===== src/rtl/theremin_pkg.sv =====
// Shared types and constants for the theremin audio path.
package theremin_pkg;

  localparam int DAC_FRAME_BITS = 24;

  typedef enum logic [1:0] {
    PD_NORMAL   = 2'b00,
    PD_1K       = 2'b01,
    PD_100K     = 2'b10,
    PD_TRISTATE = 2'b11
  } pd_mode_t;

  typedef enum logic {
    IDLE  = 1'b0,
    SHIFT = 1'b1
  } dac_state_t;

endpackage


===== src/rtl/tick_gen.sv =====
// Free-running divider: emits a registered one-cycle pulse every DIV clocks,
// the first one DIV-1 cycles after reset is released.
module tick_gen #(
  parameter int DIV = 1134
) (
  input  logic clk,
  input  logic rst,
  output logic tick
);

  localparam int CW = (DIV > 1) ? $clog2(DIV) : 1;
  localparam logic [CW-1:0] LAST = CW'(DIV - 1);

  logic [CW-1:0] cnt;
  logic [CW-1:0] cnt_nxt;

  always_comb begin
    cnt_nxt = (cnt == LAST) ? '0 : cnt + CW'(1);
  end

  // The pulse is registered against the next count so it coincides with cnt == LAST.
  always_ff @(posedge clk) begin
    if (rst) begin
      cnt  <= '0;
      tick <= 1'b0;
    end else begin
      cnt  <= cnt_nxt;
      tick <= (cnt_nxt == LAST);
    end
  end

endmodule


===== src/rtl/dac_spi_tx.sv =====
// Periodic AD5662-style serializer: captures one sample per tick and shifts a
// 24-bit write frame out with SCLK idling high and data valid on the falling edge.
module dac_spi_tx
  import theremin_pkg::*;
#(
  parameter int SIG_BITS   = 16,
  parameter int SIGNED_IN  = 1,
  parameter int CLK_DIV    = 2,
  parameter int SAMPLE_DIV = 1134
) (
  input  logic                clk_50,
  input  logic                reset,
  input  logic [SIG_BITS-1:0] in_data,
  input  logic [1:0]          pd_mode,
  output logic                sample_tick,
  output logic                busy,
  output logic                dac_sync,
  output logic                dac_din,
  output logic                dac_sclk
);

  localparam int HW = (CLK_DIV > 1) ? $clog2(CLK_DIV) : 1;
  localparam logic [HW-1:0] HALF_LAST = HW'(CLK_DIV - 1);
  localparam logic [4:0]    SLOT_LAST = 5'(DAC_FRAME_BITS - 1);

  if (SIG_BITS < 1 || SIG_BITS > 16 || CLK_DIV < 1 || SAMPLE_DIV < 48 * CLK_DIV + 2) begin : g_bad_cfg
    $error("dac_spi_tx: illegal SIG_BITS/CLK_DIV/SAMPLE_DIV combination");
  end

  // Left-justify to 16 bits; two's complement becomes offset binary by flipping the MSB.
  function automatic logic [15:0] to_dac_code(input logic [SIG_BITS-1:0] s);
    logic [15:0] c;
    c = 16'(s) << (16 - SIG_BITS);
    if (SIGNED_IN != 0) c[15] = ~c[15];
    return c;
  endfunction

  dac_state_t                    state;
  logic [HW-1:0]                 hcnt;
  logic [4:0]                    slot;
  logic                          second_half;
  logic [DAC_FRAME_BITS-1:0]     shreg;
  logic [DAC_FRAME_BITS-1:0]     frame_nxt;

  assign frame_nxt = {6'b0, pd_mode, to_dac_code(in_data)};

  tick_gen #(.DIV(SAMPLE_DIV)) u_tick (
    .clk  (clk_50),
    .rst  (reset),
    .tick (sample_tick)
  );

  // shreg holds data only and is reloaded on every tick, so it carries no reset.
  always_ff @(posedge clk_50) begin
    if (reset) begin
      state       <= IDLE;
      busy        <= 1'b0;
      dac_sync    <= 1'b1;
      dac_sclk    <= 1'b1;
      dac_din     <= 1'b0;
      hcnt        <= '0;
      slot        <= '0;
      second_half <= 1'b0;
    end else begin
      case (state)
        IDLE: begin
          if (sample_tick) begin
            state       <= SHIFT;
            busy        <= 1'b1;
            dac_sync    <= 1'b0;
            dac_sclk    <= 1'b1;
            dac_din     <= frame_nxt[DAC_FRAME_BITS-1];
            shreg       <= {frame_nxt[DAC_FRAME_BITS-2:0], 1'b0};
            hcnt        <= '0;
            slot        <= '0;
            second_half <= 1'b0;
          end
        end
        SHIFT: begin
          if (hcnt != HALF_LAST) begin
            hcnt <= hcnt + HW'(1);
          end else begin
            hcnt <= '0;
            if (!second_half) begin
              second_half <= 1'b1;
              dac_sclk    <= 1'b0;
            end else begin
              // Slot boundary: SCLK rises and the next bit is presented together.
              second_half <= 1'b0;
              dac_sclk    <= 1'b1;
              if (slot == SLOT_LAST) begin
                state    <= IDLE;
                busy     <= 1'b0;
                dac_sync <= 1'b1;
                dac_din  <= 1'b0;
              end else begin
                slot    <= slot + 5'd1;
                dac_din <= shreg[DAC_FRAME_BITS-1];
                shreg   <= {shreg[DAC_FRAME_BITS-2:0], 1'b0};
              end
            end
          end
        end
        default: state <= IDLE;
      endcase
    end
  end

endmodule


===== config.mk =====
export PLATFORM = sky130hd
export DESIGN_NAME = dac_spi_tx
export DESIGN_NICKNAME = d
export VERILOG_FILES = /design/src/rtl/theremin_pkg.sv /design/src/rtl/tick_gen.sv /design/src/rtl/dac_spi_tx.sv
export SDC_FILE = /design/constraint.sdc
export NUM_CORES = 1
export LEC_CHECK = 0
export CAP_MARGIN = 0
export CORE_MARGIN = 5
export CORE_UTILIZATION = 50
export DETAILED_ROUTE_END_ITERATION = 10
export PLACE_DENSITY = 0.69
export SLEW_MARGIN = 15
export SYNTH_ARGS = -nofsm -noshare
export SYNTH_HDL_FRONTEND = slang
export SYNTH_SLANG_ARGS = --single-unit

===== constraint.sdc =====
create_clock -name clk_50 -period 2.8 [get_ports clk_50]
set_input_delay 0.56 -clock clk_50 [delete_from_list [all_inputs] [get_ports clk_50]]
set_output_delay 0.56 -clock clk_50 [all_outputs]
set_load 0.02 [all_outputs]

Yosys cells after proc, flatten, opt, wreduce, memory -nomap -nowiden

Index checks and enable logic that the tools add are counted.

Reductions and logical operators: 5
Equality and inequality tests: 8
Muxes and demuxes: 38
Bitwise operators: 3
Add/sub/neg operators: 3

Operators with widths:

| operator              | count |
|---|---|
| $mux 24               | 4 |
| $pmux 24 s2           | 1 |
| $eq 11x11->1 const B  | 2 |
| $mux 1                | 20 |
| $mux 5                | 4 |
| $pmux 1 s2            | 7 |
| $add 11x1->11 const B | 1 |
| $mux 11               | 1 |
| $pmux 5 s2            | 1 |
| $ne 2x1->1 const B    | 4 |
| $reduce_and 4->1      | 2 |
| $add 5x1->5 const B   | 1 |
| $eq 5x5->1 const B    | 1 |
| $reduce_and 5->1      | 1 |
| $not 1->1             | 3 |
| $reduce_and 3->1      | 1 |
| $ne 2x2->1 const B    | 1 |
| $reduce_and 2->1      | 1 |
| $add 1x1->1 const B   | 1 |

Output and inout port bits: 5
Word-level logic and storage cells: 68
Bits in registers: 48
Input bits: 20

Depth between registers and ports, before layout

Word-level depth: 5
Mapped depth: 6
Gate-level depth less buffers: 6

Cells and area by module

A second synthesis with hierarchy kept.

Cells, all modules: 178
Area, all modules: 2100.8 sq um

Modules (own cells, without submodules):

| module     | cells each | sequential area each (sq um) | area an instance (sq um) | instances |
|---|---|---|---|---|
| dac_spi_tx | 115        | 930.9                        | 1530.2                   | 1 |
| tick_gen   | 63         | 240.2                        | 570.5                    | 1 |

Worst setup path before layout

Ideal clock, no wire load.

Path type: reg-to-reg
From: register slot[0]
To: register shreg[10] (enable)
Arrival time: 1934 ps
Period minus slack after synthesis: 2337 ps
Slack: 463 ps
Required time: 2397 ps
Setup time: 403 ps
Buffers on the path: 0
Cell stages (with the launch flop): 5
Path through: dfxtp_1 ha_1 and4b_4 o21a_1 nor2_1

Longest elaborated chain between the ends: 3

RTL lines:

| element                    | line             | source |
|---|---|---|
| from (decl)                | dac_spi_tx.sv:40 | `logic [4:0] slot;` |
| from (signal assigned)     | dac_spi_tx.sv:97 | `slot <= slot + 5'd1;` |
| $eq 5x5->1                 | dac_spi_tx.sv:91 | `if (slot == SLOT_LAST) begin` |
| $ne 2x2->1 (no line)       | -                |  |
| $reduce_and 5->1 (no line) | -                |  |
| to (signal assigned)       | dac_spi_tx.sv:73 | `shreg <= {frame_nxt[DAC_FRAME_BITS-2:0], 1'b0};` |
| to (signal assigned)       | dac_spi_tx.sv:99 | `shreg <= {shreg[DAC_FRAME_BITS-2:0], 1'b0};` |
| to (decl)                  | dac_spi_tx.sv:42 | `logic [DAC_FRAME_BITS-1:0] shreg;` |

No other way between the ends.
A chain may end at the register's enable or synchronous reset.

Final worst setup path

From: register u_tick.tick
To: output port sample_tick

RTL lines:

| element                | line             | source |
|---|---|---|
| from (decl)            | tick_gen.sv:8    | `output logic tick` |
| from (signal assigned) | tick_gen.sv:28   | `tick <= (cnt_nxt == LAST);` |
| to (decl)              | dac_spi_tx.sv:15 | `output logic sample_tick,` |

No word-level cell between the ends.

==> results.tsv <==
metric	value	unit
leakage	0.8487	nW
async set-or-reset flop fraction in the synthesized netlist	0	%
pre-CTS setup slack	0.6574	ns
Util after Layout	61.15	%
Crit path required time	2.24	ns
XOR/XNOR Fraction of Synth Area	3.318	%
layout cell share with drive strength beyond 1	17.39	%
Setup CP Type	flip-flop to output port	
Final Instance Area	2481	µm²
post-CTS setup repair buffer count	0	
min-delay src	dac_sync$_SDFFE_PP1P_	
DRT met1 WL	1687	µm
total wire length	3642	µm
initial antenna violation count	0	
gp weighted congestion	0.9115	
Cell Chain, Critical Path	clkdlybuf4s50_1	
CP max FO	5	
I/O pin count	25	
Post-Synth Simple-Gate Area	17.54	%
CTS tree	yes	
Initial DRC Count	138	
CTS Sinks	47	
synthesized-area fraction occupied by adder cells	1.777	%
CP Capture Type	output port	
Worst-Skew Late Latency	0.29	ns
Layout Nets	229	
crit path DAT	1.33	ns
DIE AREA	5624	µm²
main combinational cell family by area after synthesis	simple AND/OR/NAND/NOR gates	
Routed Antenna Nets	0	
Final Non-Filler Cells	257	
area of the core	4058	µm²
RSZ-0062 raised after global routing	no	
mapped cell area	2112	µm²
top routing layer used	met4	
worst path setup slack after routing	0.9073	ns
grt total ovfl	0	
Synth area leader	edfxtp_1	
FF-to-FF Start	u_tick.cnt[0]$_SDFF_PP0_	
Tcrit/Tclk final	67.60	%
Synth Flop Type	dfxtp_1	
mux contribution to synthesized area	9.597	%
clock buffer depth	2	
Reg clk slew, reported paths	0.09	ns
post-synthesis area per instance	11.80	µm²
Post-synth top cells	dfxtp_1 (24), edfxtp_1 (23), mux2_2 (17)	
top cell type's share of synthesized area	32.70	%
r2r endpoint	u_tick.tick$_SDFF_PP0_	
GR Util All Layers	14.84	%
count of final setup violators	0	
met3 WL	215	µm
worst-case reg-to-reg path depth	5	
Yosys reg bits	47	
Buf/Inv on CP	1	
Port Buffers	24	
VDD IR max	0.3714	mV
CP delay by family, top	buffers and inverters	
Cells after Synth	179	
Least-Margin Pin Slew	0.4690	ns
placed cells	249	
Syn Nets	202	
outcome	finished clean	
Fin. Hold Viols	0	
Max-cap violations	0	
diodes inserted	0	
iteration count of the initial detailed-routing pass	4	
FILL cells	326	
sequential share of the synthesized area	55.45	%
# DRC	0	
Placed Area	2396	µm²
YS warnings	0	
largest net degree at the start of global routing	30	
R2R Setup Slk	0.98	ns
Hold Path Sink	dac_sync$_SDFFE_PP1P_	
vias in the first global route	1452	
Via Count	1426	
Tmin final	1.893	ns
die width	74.99	µm
CTS buffer count	5	
post-DP HPWL	2758	µm
Final Skew	0.007309	ns
Vias per Instance	5.549	
hold-fix buffers at CTS	0	
Layout Area Growth over Synthesis	17.48	%
Cell variety after synth	49	
worst min path class	flip-flop to flip-flop	
global-route wire length before repair	6272	µm
hold path depth	2	
met2 routed WL	1678	µm
post-CTS resize count	0	
f_max	528.3	MHz
power per cell area	481.0	nW/µm²
number of synthesized flops with an enable pin	23	
worst stage delay on the critical path	0.63	ns
slowest CP cell	clkdlybuf4s50_1	
die height	74.99	µm
H-tree depth	2	
per-cell routed wire length	14.17	µm
Final Max Slew Viols	0	
Startpoint Class	flip-flop	
post-route setup TNS	0	ns
most frequent cell after synthesis	dfxtp_1	
Compound-Gate Fraction of Synth Area	9.538	%
Rows	23	
Rel. slew slack	68.52	%
Initial Util	52.05	%
Root Driver	clkbuf_8	
synth top area cells	edfxtp_1 (33%), dfxtp_1 (23%), mux2_2 (9.1%), nor2_1 (2.8%), and2_1 (2.1%)	
sequential cells by signal, indices dropped and copies added, names as in the netlist:
register	cells
dac_sync	1
dac_din	1
busy	1
shreg	23
u_tick.tick	1
slot	5
dac_sclk	1
hcnt	1
state	1
u_tick.cnt	11
second_half	1
routing by layer:
layer / GRT usage, % / vias up
met2: 24.08 / 43
met3: 4.539 / 8
li1: - / 716
met4: 5.929 / 0
met1: 18.47 / 659
met5: 0 / -
area by class of cell:
| cell class | count | area [µm²] | area share (%) |
|---|---|---|---|
| Sequential cell | 47 | 1171 | 47.20 |
| Multi-Input combinational cell | 120 | 884.6 | 35.65 |
| Timing Repair Buffer | 26 | 255.2 | 10.29 |
| Clock buffer | 6 | 72.57 | 2.925 |
| Tap cell | 50 | 62.56 | 2.521 |
| Inverter | 6 | 22.52 | 0.9077 |
| Clock inverter | 2 | 12.51 | 0.5043 |
cell families (layout without fill, tap and decap cells):
kind of cell / count (synthesis) / in the layout
AOI/OAI and AO/OA: 29 / 29
xor gates and xnor gates: 8 / 8
adders and majority gates: 3 / 3
buffers and inverters: 12 / 40
DFF: 47 / 47
muxes: 18 / 18
and+or+nand+nor: 62 / 62
power by group:
group          internal, W  leakage, nW  switching [W]  total (W)
combinational    0.0000448        0.404      0.0000219  0.0000667
sequential        0.000724        0.404      0.0000120   0.000736
clock             0.000175       0.0412       0.000216   0.000390
metrics by stage:
stage	total power, W	hold slack, ns
floorplan	0.0007842	0.4470
global placement	0.0008159	0.4337
detailed placement	0.0008187	0.4371
CTS	0.001205	0.4503
global route	0.001241	0.5011
finish	0.001193	0.4507
worst max path at each step:
stage	endpoint	depth (start not counted)	startpoint
CTS	sample_tick	1	u_tick.tick$_SDFF_PP0_
global route	sample_tick	1	u_tick.tick$_SDFF_PP0_
finish	sample_tick	1	u_tick.tick$_SDFF_PP0_
global placement	u_tick.tick$_SDFF_PP0_	5	reset
floorplan	shreg[10]$_DFFE_PP_	4	slot[0]$_SDFFE_PP0P_
detailed placement	u_tick.tick$_SDFF_PP0_	5	reset
cells in the final DEF (no fill, tap or decap), types with 2 or more instances in the layout:
master,n
o2111ai_1,2
o21ai_1,2
o21ai_0,5
nor2_1,15
mux2_2,17
nor2b_1,2
a32oi_1,2
nand2_1,9
and2_1,7
xnor2_1,4
a21oi_1,7
edfxtp_1,23
clkdlybuf4s50_1,24
xor2_1,4
nand3_1,5
o21a_1,3
or3_1,3
buf_4,2
nor3b_1,2
and3_1,2
dfxtp_1,24
ha_1,3
nand4_1,2
inv_1,6
clkbuf_8,5
(Power assumes the default switching activity.)
